File: config.mk
export PLATFORM = sky130hd
export DESIGN_NAME = divu
export DESIGN_NICKNAME = d
export VERILOG_FILES = /design/src/rtl/divu_pkg.sv /design/src/rtl/divu_step.sv /design/src/rtl/divu.sv
export SDC_FILE = /design/constraint.sdc
export NUM_CORES = 1
export LEC_CHECK = 0
export CAP_MARGIN = 10
export CORE_ASPECT_RATIO = 0.8
export CORE_UTILIZATION = 58
export CTS_CLUSTER_SIZE = 10
export DETAILED_ROUTE_END_ITERATION = 10
export PLACE_DENSITY = 0.89
export SLEW_MARGIN = 20
export SYNTH_ARGS = -nofsm -noshare
export SYNTH_HDL_FRONTEND = slang
export SYNTH_SLANG_ARGS = --single-unit
File: constraint.sdc
create_clock -name clk -period 6.8 [get_ports clk]
set_input_delay 0.68 -clock clk [delete_from_list [all_inputs] [get_ports clk]]
set_output_delay 0.68 -clock clk [all_outputs]
set_load 0.01 [all_outputs]
File: src/rtl/divu_pkg.sv
// Shared definitions for the sequential unsigned divider: default width,
// FSM state encodings and the iteration-counter width helper.
package divu_pkg;

  localparam int DIVU_WIDTH = 32;

  typedef enum logic [1:0] {
    S_IDLE = 2'd0,
    S_RUN  = 2'd1,
    S_DONE = 2'd2
  } state_t;

  // Counter must hold WIDTH-1; never narrower than one bit.
  function automatic int cnt_width(input int w);
    return (w < 2) ? 1 : $clog2(w);
  endfunction

endpackage

File: src/rtl/divu_step.sv
// One combinational iteration of restoring division: shift the next dividend
// bit into the partial remainder and subtract the divisor if it fits.
module divu_step #(
  parameter int WIDTH = 32
) (
  input  logic [WIDTH-1:0] rem,
  input  logic             dvd_msb,
  input  logic [WIDTH-1:0] divisor,
  output logic [WIDTH-1:0] next_rem,
  output logic             q_bit
);

  logic [WIDTH:0] shifted;
  logic [WIDTH:0] trial;

  assign shifted = {rem, dvd_msb};
  assign trial   = shifted - {1'b0, divisor};

  // A set carry-out bit means the shifted remainder already exceeds any divisor,
  // so the subtraction always fits even if the trial sign looks negative.
  assign q_bit    = shifted[WIDTH] | ~trial[WIDTH];
  assign next_rem = q_bit ? trial[WIDTH-1:0] : shifted[WIDTH-1:0];

endmodule

File: src/rtl/divu.sv
// Sequential unsigned divider (restoring, one quotient bit per clock) with a
// doDiv/div_done handshake. Optional div_zero output under DIVU_DIVZERO_FLAG_EN.
module divu
  import divu_pkg::*;
#(
  parameter int WIDTH = DIVU_WIDTH
) (
  input  logic             clk,
  input  logic             reset,
  input  logic [WIDTH-1:0] a,
  input  logic [WIDTH-1:0] b,
  input  logic             doDiv,
  output logic [WIDTH-1:0] Quot,
  output logic [WIDTH-1:0] Rem,
  output logic             busy,
  output logic             div_done
`ifdef DIVU_DIVZERO_FLAG_EN
  ,
  output logic             div_zero
`endif
);

  localparam int CW = cnt_width(WIDTH);

  state_t           state_reg, state_next;
  logic [WIDTH-1:0] dvd_reg;
  logic [WIDTH-1:0] rem_reg;
  logic [WIDTH-1:0] divisor_reg;
  logic [CW-1:0]    count_reg;
  logic             load;
  logic             step;
  logic             finish;
  logic [WIDTH-1:0] step_rem;
  logic             step_q;

  divu_step #(.WIDTH(WIDTH)) u_step (
    .rem      (rem_reg),
    .dvd_msb  (dvd_reg[WIDTH-1]),
    .divisor  (divisor_reg),
    .next_rem (step_rem),
    .q_bit    (step_q)
  );

  always_ff @(posedge clk) begin
    if (reset) begin
      state_reg <= S_IDLE;
    end else begin
      state_reg <= state_next;
    end
  end

  always_comb begin
    state_next = state_reg;
    load       = 1'b0;
    step       = 1'b0;
    finish     = 1'b0;
    case (state_reg)
      S_IDLE: begin
        if (doDiv) begin
          load       = 1'b1;
          state_next = S_RUN;
        end
      end
      S_RUN: begin
        step = 1'b1;
        if (count_reg == '0) begin
          state_next = S_DONE;
        end
      end
      S_DONE: begin
        finish = 1'b1;
        if (doDiv) begin
          load       = 1'b1;
          state_next = S_RUN;
        end else begin
          state_next = S_IDLE;
        end
      end
      default: state_next = S_IDLE;
    endcase
  end

  // Quotient bits replace dividend bits as they shift out of the top.
  always_ff @(posedge clk) begin
    if (reset) begin
      dvd_reg     <= '0;
      rem_reg     <= '0;
      divisor_reg <= '0;
      count_reg   <= '0;
      Quot        <= '0;
      Rem         <= '0;
      div_done    <= 1'b0;
`ifdef DIVU_DIVZERO_FLAG_EN
      div_zero    <= 1'b0;
`endif
    end else begin
      div_done <= finish;
      if (finish) begin
        Quot <= dvd_reg;
        Rem  <= rem_reg;
`ifdef DIVU_DIVZERO_FLAG_EN
        div_zero <= (divisor_reg == '0);
`endif
      end
      if (load) begin
        dvd_reg     <= a;
        divisor_reg <= b;
        rem_reg     <= '0;
        count_reg   <= CW'(WIDTH - 1);
      end else if (step) begin
        dvd_reg <= {dvd_reg[WIDTH-2:0], step_q};
        rem_reg <= step_rem;
        if (count_reg != '0) begin
          count_reg <= count_reg - 1'b1;
        end
      end
    end
  end

  assign busy = (state_reg == S_RUN);

endmodule

### Yosys cells after proc, flatten, opt, wreduce, memory -nomap -nowiden

Cells that the tools add are included.

| storage, ports and cells | value |
|---|---|
| register bits | 168 |
| bits in latches | 0 |
| bits in writable memories | 0 |
| memory bits (read-only) | 0 |
| output and inout port bits | 66 |
| word-level logic and storage cells | 39 |
| memories | 0 |

| cells by class | value |
|---|---|
| add/subtract/negate cells | 2 |
| $mul | 0 |
| div/mod/pow operators | 0 |
| magnitude comparators | 0 |
| equality and inequality tests | 4 |
| shifts and indexed selects | 0 |
| mux-type cells | 14 |
| bitwise logic cells | 2 |
| reduce and logical (&&, ||, !) cells | 9 |

Operators by type and width:

| operator | count |
|---|---|
| 32-bit two-way mux | 3 |
| 33-bit by 32-bit subtractor with 33-bit output | 1 |
| 5-bit two-way mux | 3 |
| 2-bit one-hot mux with 3 select lines | 1 |
| 5-bit logical NOT | 1 |
| 1-bit two-way mux | 5 |
| 5-bit nonzero test | 1 |
| 5-bit by 1-bit subtractor with 5-bit output, second input constant | 1 |
| 2-bit two-way mux | 2 |
| 2-bit AND reduction | 2 |
| 2-bit nonzero test | 2 |
| 2-bit OR reduction | 2 |
| 2-bit by 1-bit == test with 1-bit output, second input constant | 1 |
| 2-bit == test, second input constant | 1 |
| 2-bit logical NOT | 1 |
| 2-bit by 1-bit != test with 1-bit output, second input constant | 1 |
| 2-bit != test, second input constant | 1 |
| 1-bit NOT | 1 |
| 1-bit bitwise OR | 1 |

### Logic depth before layout (Yosys ltp)

Gate-level depths: netlist (run 1).

| depth | value |
|---|---|
| word-level depth | 5 |
| gate-level depth with buffers | 12 |
| gate-level depth less buffers | 11 |

### Modules after synthesis

Synthesis (run 1) repeated with hierarchy kept, for this count alone.

| second synthesis, totals | value |
|---|---|
| cells, all modules | 1,031 |
| area total of the unflattened synthesis | 8,280.4 um^2 |

By module, submodules not included:

| module | times used | cells each | area each (um^2) |
|---|---|---|---|
| divu | 1 | 740 | 5,989.5 |
| divu_step | 1 | 291 | 2,290.9 |

### Worst setup path before layout (run 1)

No wires, ideal clock.

| timing | value |
|---|---|
| path kind | flip-flop to flip-flop |
| start point | register dvd_reg[31] |
| end point | register rem_reg[15] |
| setup time | 0.137 ns |
| arrival | 2.520 ns |
| path slack | 4.143 ns |
| stages on the path, launching flop included | 13 |
| cells stage by stage | dfxtp_1 inv_1 ha_1 fa_1 and2b_1 o2111ai_2 a21oi_4 o2111ai_4 a211o_1 nand2_4 buf_6 mux2i_1 a21oi_1 |

| on the way | value |
|---|---|
| longest elaborated chain between the ends | 4 |

Ends and longest elaborated chain:

| item | RTL line | RTL |
|---|---|---|
| start, declared | divu.sv:26 | `logic [WIDTH-1:0] dvd_reg;` |
| start signal, assigned | divu.sv:111 | `dvd_reg <= {dvd_reg[WIDTH-2:0], step_q};` |
| 33-bit by 32-bit subtractor with 33-bit output (*) | divu_step.sv:17 | `assign trial = shifted - {1'b0, divisor};` |
| 1-bit NOT | divu_step.sv:21 | `assign q_bit = shifted[WIDTH] \| ~trial[WIDTH];` |
| 1-bit bitwise OR | divu_step.sv:21 |  |
| 32-bit two-way mux (*) | divu_step.sv:22 | `assign next_rem = q_bit ? trial[WIDTH-1:0] : shifted[WIDTH-1:0];` |
| end signal, assigned | divu.sv:112 | `rem_reg <= step_rem;` |
| end, declared | divu.sv:27 | `logic [WIDTH-1:0] rem_reg;` |

Mark *: on every way between the ends. The rest lies on a longest branch, timed or not.
A chain may end at the register's enable or synchronous reset.

### Worst setup path after layout (run 1)

| timing | value |
|---|---|
| start point | register dvd_reg[31] |
| end point | register rem_reg[28] |

The elaborated chain is that of the path after synthesis.

==> results.json, run 1 <==
{
  "cap_violations": 0,
  "holdPathStages": 2,
  "clock_sinks": 168,
  "cp.arrival_ns": 3.52,
  "diodes": 0,
  "gp_congestion": 0.9919,
  "period_needed_ns": 3.151,
  "yosys.cell_types.count": 57,
  "drt_iter0_drc": 694,
  "startpoint_type": "flop",
  "die_h_um": 108.3,
  "slew_violations": 0,
  "ir_worst_vdd_mv": 0.2689,
  "whs_endpoint": "Rem[13]$_SDFFE_PP0P_",
  "ys_seq_area_share_pct": 41.05,
  "nets": 1262,
  "grt_max_degree": 94,
  "portBuffers": 132,
  "dp_slack_ns": 3.686,
  "wl_mm": 21.18,
  "yosys-top-cells-area": "dfxtp_1 (41%), nand2_1 (13%), a21oi_1 (9.0%)",
  "crit_required_ns": 7.17,
  "clk_pin_slew_worst_paths_ns": 0.07,
  "r2r_cells": 11,
  "fp-row-count": 38,
  "dr.pass1.iters": 7,
  "postCtsHoldBufs": 0,
  "routed_via_density": 5.766,
  "outcome": "finished, final reports clean",
  "syn_inst": 1071,
  "vias": 7802,
  "finalWorstSetupSlack_ns": 3.649,
  "avgSynthCellArea_um2": 7.650,
  "cp_slowest_cell": "or3_1",
  "worstSetupPathType": "reg2reg",
  "critPathTopFamily": "compound AO/OA/AOI/OAI gates",
  "numCtsBuffers": 17,
  "crit_path_cell_trace": "inv_1 -> ha_1 -> fa_1 -> and2b_1 -> o2111ai_2 -> a21oi_4 -> o2111ai_4 -> a211oi_4 -> nor2_2 -> or3_1 -> a31oi_1",
  "grtUsageTotal_pct": 29.49,
  "ys_ff_latch": 168,
  "critPathMaxStageDelay_ns": 0.43,
  "synth-edff-count": 0,
  "rsz0062_at_grt": "no",
  "fmax_mhz": 317.4,
  "synth_nets": 1173,
  "syn_area_um2": 8193,
  "clk-insertion-delay-late_ns": 0.44,
  "hold_viol_final": 0,
  "drc": 0,
  "post_cts_resized": 0,
  "initial_core_util_pct": 59.83,
  "tns_ns": 0,
  "cts_tree": "yes",
  "ys.flop_type": "dfxtp_1",
  "cts_root_buffer": "clkbuf_16",
  "grt_overflow": 0,
  "detail-route-antenna-nets": 0,
  "hp-class": "reg2reg",
  "dieArea_um2": 14610,
  "grt_pass1_vias": 7039,
  "finalCritPeriodShare_pct": 46.34,
  "synth_top_area_cell": "dfxtp_1",
  "core_area_um2": 13690,
  "path_max_fanout": 22,
  "clock_path_buffers": 2,
  "routedWlPerCell_um": 15.65,
  "io_pins": 133,
  "final_cell_mix": "nand2_1 (283), dfxtp_1 (168), a21oi_1 (148), clkdlybuf4s50_1 (131), nor2_1 (57)",
  "htreeDepth": 4,
  "timing.rr.start": "dvd_reg[31]$_SDFFE_PP0P_",
  "hold_start": "Rem[13]$_SDFFE_PP0P_",
  "ys_warn_count": 0,
  "antenna_found_initial": 0,
  "cp-end-kind": "flop",
  "synthArstFlopShare_pct": 0,
  "p_per_area_nw_per_um2": 278.2,
  "timing.rr.end": "rem_reg[28]$_SDFFE_PP0P_",
  "relSlewSlack_pct": 31.21,
  "area_growth_pct": 23.47,
  "leakage_nw": 3.845,
  "setup_violations": 0,
  "grt_pass1_wl_mm": 34.13,
  "cts_setup_buffers": 0,
  "tightest_slew_ns": 1.031,
  "clock_skew_ns": 0.007731,
  "rrSetupSlack_ns": 3.65,
  "die_w_um": 134.9,
  "hpwlAfterDp_mm": 13.98,
  "netlist.area_leader.share_pct": 41.05,
  "cp_num_buf_inv": 1,
  "drive_gt1_share_pct": 5.030,
  "final_common_cell": "nand2_1"
}
worst max path at each step:
stage	from	end	depth (start not counted)
after global placement	dvd_reg[31]$_SDFFE_PP0P_	rem_reg[27]$_SDFFE_PP0P_	11
after floorplan	dvd_reg[31]$_SDFFE_PP0P_	rem_reg[15]$_SDFFE_PP0P_	12
after CTS	dvd_reg[31]$_SDFFE_PP0P_	rem_reg[28]$_SDFFE_PP0P_	11
after global routing	divisor_reg[25]$_SDFFE_PP0P_	rem_reg[9]$_SDFFE_PP0P_	10
after detailed placement	dvd_reg[31]$_SDFFE_PP0P_	rem_reg[28]$_SDFFE_PP0P_	11
final	dvd_reg[31]$_SDFFE_PP0P_	rem_reg[28]$_SDFFE_PP0P_	11
through the flow:
stage          hold WS, ns  power (W)  cells  cell area (um2)  util (%)
2_1_floorplan       0.4363   0.001672   1071             8193         -
3_3_place_gp        0.4417   0.001835   1321             9525     69.56
3_5_place_dp        0.4457   0.001845   1321             9525     69.56
4_1_cts             0.4552   0.002809   1353            10120     73.88
5_1_grt             0.4686   0.002956   1353            10120     73.88
6_report            0.4534   0.002815   1353            10120     73.88
final cells by class:
| cell class | count | area [um2] |
|---|---|---|
| Clock buffer | 18 | 439.2 |
| Clock inverter | 14 | 151.4 |
| Fill cell | 1049 | 3577 |
| Inverter | 42 | 157.7 |
| Multi-Input combinational cell | 792 | 4408 |
| Sequential cell | 168 | 3363 |
| Tap cell | 180 | 225.2 |
| Timing Repair Buffer | 139 | 1371 |
worst reg2reg max path, cell delays in order (launching register included):
cell       delay [ns]
dfxtp_1          0.39
inv_1            0.06
ha_1             0.20
fa_1             0.40
and2b_1          0.25
o2111ai_2        0.16
a21oi_4          0.22
o2111ai_4        0.17
a211oi_4         0.36
nor2_2           0.28
or3_1            0.44
a31oi_1          0.16
logic make-up after synthesis:
group / Yosys count / synth area share (%)
AOI/OAI and AO/OA: 304 / 23.11
xor gates and xnor gates: 25 / 2.673
adders and majority gates: 35 / 5.437
buffers and inverters: 111 / 5.360
DFF: 168 / 41.05
muxes: 8 / 0.9774
and+or+nand+nor: 420 / 21.40
report_power, final:
part	leakage [nW]	total, W	switching (W)	internal [W]
clock	0.287	0.000972	0.000441	0.000531
combinational	2.19	0.000756	0.000457	0.000299
sequential	1.37	0.00109	0.0000477	0.00104
total	3.84	0.00281	0.000946	0.00187
synthesized netlist by cell type (2+ instances only):
master      n
nand2_1   283
dfxtp_1   168
a21oi_1   148
clkbuf_1   57
nor2_1     57
inv_1      41
ha_1       34
o21ai_0    27
nor3_1     25
a311oi_1   23
o22ai_1    21
a21o_1     20
xnor2_1    15
o21ai_1    11
a31oi_1    10
nand2b_1   10
xor2_1     10
and3_1      9
nand3_1     9
mux2i_1     8
o21a_1      8
a41oi_1     6
buf_2       6
o211ai_1    6
and2_1      5
or3_1       5
a211oi_1    4
buf_1       4
nand4_1     4
a211o_1     3
o31ai_1     3
a211oi_2    2
buf_6       2
nor2b_1     2
nor4_1      2
o211a_1     2
layer usage:
| metal | share of wire (%) | vias to the layer above | wire (um) | GRT usage [%] |
|---|---|---|---|---|
| li1 | - | 3863 | - | - |
| met1 | 45 | 3589 | 9552 | 39.50 |
| met2 | 46 | 313 | 9694 | 48.12 |
| met3 | 7.2 | 37 | 1517 | 4.594 |
| met4 | 2.0 | 0 | 415 | 10.91 |
| met5 | 0 | - | 0 | 0 |
Power figures use the tool's default switching activity.
==> run 2, diff against run 1 <==
Settings changed: CORE_UTILIZATION 58 to 54, PLACE_DENSITY 0.89 to 0.84.
Clock period 6.8 ns to 3.3 ns, I/O delays scaled along.
==> results.json, run 2 (synthesized netlist as in run 1, its figures left out) <==
{
  "dr.pass1.iters": 5,
  "p_total_w": 0.005768,
  "cap_violations": 0,
  "grt_max_degree": 86,
  "cts_root_buffer": "clkbuf_16",
  "dp_slack_ns": 0.2274,
  "wl_mm": 21.20,
  "critPathMaxStageDelay_ns": 0.41,
  "seq_area_um2": 3363,
  "ir_worst_vdd_mv": 0.4237,
  "final_core_util_pct": 69.89,
  "whs_endpoint": "div_done$_SDFF_PP0_",
  "final_cell_mix": "nand2_1 (283), dfxtp_1 (168), a21oi_1 (148), clkdlybuf4s50_1 (131), nor2_1 (57)",
  "setup_violations": 0,
  "vias": 7790,
  "r2r_cells": 11,
  "hold_start": "reset",
  "slew_violations": 0,
  "grt_pass1_vias": 7412,
  "fp-row-count": 39,
  "outcome": "finished, final reports clean",
  "grt_overflow": 0,
  "p_per_area_nw_per_um2": 567.5,
  "timing.rr.end": "rem_reg[28]$_SDFFE_PP0P_",
  "diodes": 0,
  "cp-end-kind": "flop",
  "nets": 1267,
  "htreeDepth": 4,
  "cts_setup_buffers": 0,
  "period_needed_ns": 3.069,
  "startpoint_type": "flop",
  "path_max_fanout": 22,
  "hold_viol_final": 0,
  "leakage_nw": 3.870,
  "grt_pass1_wl_mm": 35.69,
  "cp_slowest_cell": "fa_1",
  "area_growth_pct": 24.05,
  "clk_pin_slew_worst_paths_ns": 0.07,
  "gp_congestion": 0.9341,
  "drive_gt1_share_pct": 5.433,
  "multiInputGateArea_um2": 4422,
  "hpwlAfterDp_mm": 14.24,
  "antenna_found_initial": 0,
  "clock_path_buffers": 2,
  "crit_required_ns": 3.66,
  "drt_iter0_drc": 599,
  "clock_skew_ns": 0.008770,
  "finalWorstSetupSlack_ns": 0.2310,
  "die_w_um": 139.7,
  "worstSetupPathType": "reg2reg",
  "fill_cells": 1183,
  "rsz0062_at_grt": "no",
  "clk-insertion-delay-late_ns": 0.44,
  "tns_ns": 0,
  "final_common_cell": "nand2_1",
  "finalCritPeriodShare_pct": 93.00,
  "initial_core_util_pct": 56.34,
  "routedWlPerCell_um": 15.56,
  "rrSetupSlack_ns": 0.23,
  "relSlewSlack_pct": 42.29,
  "drc": 0,
  "tightest_slew_ns": 0.8657,
  "clock_sinks": 168,
  "core_area_um2": 14540,
  "numCtsBuffers": 17,
  "final_area_um2": 10160,
  "io_pins": 133,
  "place_area_um2": 9568,
  "routed_via_density": 5.720,
  "cp.arrival_ns": 3.43,
  "dieArea_um2": 15670,
  "portBuffers": 132,
  "cts_tree": "yes",
  "timing.rr.start": "dvd_reg[31]$_SDFFE_PP0P_",
  "fmax_mhz": 325.8,
  "die_h_um": 112.2,
  "grtUsageTotal_pct": 28.10,
  "hp-class": "in2reg",
  "holdPathStages": 2,
  "crit_path_cell_trace": "inv_1 -> ha_1 -> fa_1 -> and2b_1 -> o2111ai_2 -> a21oi_4 -> o2111ai_4 -> a211oi_4 -> nor2_4 -> or3_1 -> a31oi_1",
  "postCtsHoldBufs": 0,
  "detail-route-antenna-nets": 0
}
[run 2: final cells by class]
class                           count  share of cell area [%]
Inverter                           42                   1.551
Clock buffer                       17                   4.186
Clock inverter                     15                   1.539
Tap cell                          184                   2.265
Multi-Input combinational cell    792                   43.51
Sequential cell                   168                   33.09
Timing Repair Buffer              144                   13.86
[run 2: per-layer routing]
metal	routed length [um]	global-route usage, %
met2	9479	45.40
met3	1301	5.546
met5	0	0
met1	9989	37.53
met4	427	9.817
[run 2: worst max path at each step]
stage,from,end,cells after the start
6_report,dvd_reg[31]$_SDFFE_PP0P_,rem_reg[28]$_SDFFE_PP0P_,11
5_1_grt,dvd_reg[31]$_SDFFE_PP0P_,rem_reg[29]$_SDFFE_PP0P_,11
4_1_cts,dvd_reg[31]$_SDFFE_PP0P_,rem_reg[27]$_SDFFE_PP0P_,11
3_5_place_dp,dvd_reg[31]$_SDFFE_PP0P_,rem_reg[4]$_SDFFE_PP0P_,11
3_3_place_gp,dvd_reg[31]$_SDFFE_PP0P_,rem_reg[29]$_SDFFE_PP0P_,11
2_1_floorplan,dvd_reg[31]$_SDFFE_PP0P_,rem_reg[21]$_SDFFE_PP0P_,12
[run 2: worst max-delay path, delay by kind of cell, from the launching register on]
family                   cells  cell delay (ns)
AO/OA/AOI/OAI                5             1.06
AND/OR/NAND/NOR              3             0.87
adder cells (fa/ha/maj)      2             0.61
flip-flops                   1             0.39
buffers and inverters        1             0.06
[run 2: through the flow]
step / hold slack [ns] / std cells
2_1_floorplan: 0.4363 / 1071
3_3_place_gp: 0.4413 / 1330
3_5_place_dp: 0.4455 / 1330
4_1_cts: 0.3621 / 1362
5_1_grt: 0.3973 / 1362
6_report: 0.3696 / 1362
[run 2: repair_timing]
| action | CTS | global route |
|---|---|---|
| endpoints found under the hold margin | 0 | 0 |
| endpoints found under the setup margin | 0 | 4 |
| gates resized for setup | 0 | 1 |
[run 2: report_power, final]
group          internal, W  switching (W)
Clock              0.00101       0.000935
Combinational     0.000630       0.000954
Sequential         0.00214      0.0000960
Total              0.00378        0.00199
==> run 3, diff against run 2 <==
Settings changed: CORE_MARGIN set to 5.
==> results.json, run 3 (synthesized netlist as in run 1, its figures left out) <==
{
  "outcome": "finished, final reports clean",
  "fill_cells": 1237,
  "cp_slowest_cell": "fa_1",
  "routed_via_density": 5.636,
  "cp.arrival_ns": 3.47,
  "hp-class": "in2reg",
  "drc": 0,
  "dr.pass1.iters": 5,
  "final_area_um2": 10230,
  "cts_setup_buffers": 0,
  "dieArea_um2": 17750,
  "critPathTopFamily": "compound AO/OA/AOI/OAI gates",
  "relSlewSlack_pct": 48.85,
  "grt_max_degree": 59,
  "final_cell_mix": "nand2_1 (283), dfxtp_1 (168), a21oi_1 (148), clkdlybuf4s50_1 (131), nor2_1 (57)",
  "core_area_um2": 14960,
  "p_sw_w": 0.001976,
  "detail-route-antenna-nets": 0,
  "htreeDepth": 4,
  "grtUsageTotal_pct": 23.74,
  "hpwlAfterDp_mm": 14.71,
  "crit_required_ns": 3.66,
  "clk-insertion-delay-late_ns": 0.43,
  "ir_worst_vdd_mv": 0.5423,
  "power.internal_w": 0.003944,
  "final_common_cell": "nand2_1",
  "tightest_slew_ns": 0.7656,
  "switching_share_pct": 33.37,
  "portBuffers": 132,
  "rrSetupSlack_ns": 0.19,
  "wl_mm": 21.31,
  "cts_root_buffer": "clkbuf_16",
  "clock_sinks": 168,
  "place_area_um2": 9587,
  "cap_violations": 0,
  "clock_skew_ns": 0.008632,
  "crit_path_cell_trace": "inv_1 -> ha_1 -> fa_1 -> and2b_1 -> o2111ai_2 -> a21oi_4 -> o2111ai_4 -> a211oi_4 -> nor2_4 -> or3b_1 -> a31oi_1",
  "cp_num_buf_inv": 1,
  "combPwrFrac_pct": 26.7,
  "clk_pin_slew_worst_paths_ns": 0.07,
  "slew_violations": 0,
  "initial_core_util_pct": 54.75,
  "leakage_nw": 3.900,
  "finalWorstSetupSlack_ns": 0.1889,
  "rsz0062_at_grt": "no",
  "gp_congestion": 0.9746,
  "dp_slack_ns": 0.2237,
  "tns_ns": 0,
  "numCtsBuffers": 17,
  "io_pins": 133,
  "routedWlPerCell_um": 15.57,
  "setup_violations": 0,
  "grt_overflow": 0,
  "seq_area_um2": 3363,
  "p_per_area_nw_per_um2": 578.7,
  "p_total_w": 0.005920,
  "fp-row-count": 40,
  "drive_gt1_share_pct": 5.508,
  "finalCritPeriodShare_pct": 94.28,
  "multiInputGateArea_um2": 4419,
  "die_w_um": 147.7,
  "nets": 1269,
  "drt_iter0_drc": 500,
  "clock_path_buffers": 2,
  "cts_tree": "yes",
  "area_growth_pct": 24.85,
  "die_h_um": 120.2,
  "path_max_fanout": 22,
  "fmax_mhz": 321.4,
  "clock_power_share_pct": 35.5,
  "worstSetupPathType": "reg2reg",
  "diodes": 0,
  "cp-end-kind": "flop",
  "startpoint_type": "flop",
  "grt_pass1_wl_mm": 34.98,
  "postCtsHoldBufs": 0,
  "period_needed_ns": 3.111,
  "grt_pass1_vias": 7110,
  "antenna_found_initial": 0,
  "critPathMaxStageDelay_ns": 0.42,
  "vias": 7716,
  "pwr-share-seq_pct": 37.8,
  "hold_viol_final": 0
}
-- run 3: through the flow --
stage | hold slack [ns] | std cells | util, %
after floorplan | 0.4363 | 1071 | -
after global placement | 0.4406 | 1337 | 64.06
after detailed placement | 0.4458 | 1337 | 64.06
after CTS | 0.3994 | 1369 | 68.26
after global routing | 0.4193 | 1369 | 68.35
final | 0.4092 | 1369 | 68.35
-- run 3: power groups by stage --
stage	clock network (W)	logic, W	registers, W
after detailed placement	0	0.00153	0.00228
after global placement	0	0.00151	0.00228
after CTS	0.00213	0.00155	0.00223
final	0.00210	0.00158	0.00224
after floorplan	0	0.00119	0.00225
after global routing	0.00222	0.00176	0.00225
-- run 3: path summary, 6_finish.rpt --
| check | startpoint | to | cells past startpoint |
|---|---|---|---|
| max | dvd_reg[31]$_SDFFE_PP0P_ | rem_reg[29]$_SDFFE_PP0P_ | 11 |
| min | reset | Rem[29]$_SDFFE_PP0P_ | 2 |
| max reg2reg | dvd_reg[31]$_SDFFE_PP0P_ | rem_reg[29]$_SDFFE_PP0P_ | 11 |
| min reg2reg | Rem[31]$_SDFFE_PP0P_ | Rem[31]$_SDFFE_PP0P_ | 2 |
-- run 3: cell type report --
type                    count  area share, %
clock buffers              17          4.159
clock inverters            15          1.982
inverters                  42          1.541
multi-input cells         792          43.20
flip-flops and latches    168          32.88
well taps                 189          2.312
repair buffers            146          13.92
-- run 3: what timing repair did --
item	4_1_cts	5_1_grt
endpoints found under the setup margin	0	14
gates resized for setup	0	2
hold endpoints to repair	0	0
-- run 3: layer usage --
metal / global-route usage [%] / vias to the layer above / wire length (um)
met5: 0 / - / 0
met4: 6.927 / 0 / 339
met3: 4.983 / 21 / 1473
met2: 36.81 / 257 / 9411
met1: 33.50 / 3554 / 10090
li1: - / 3884 / -
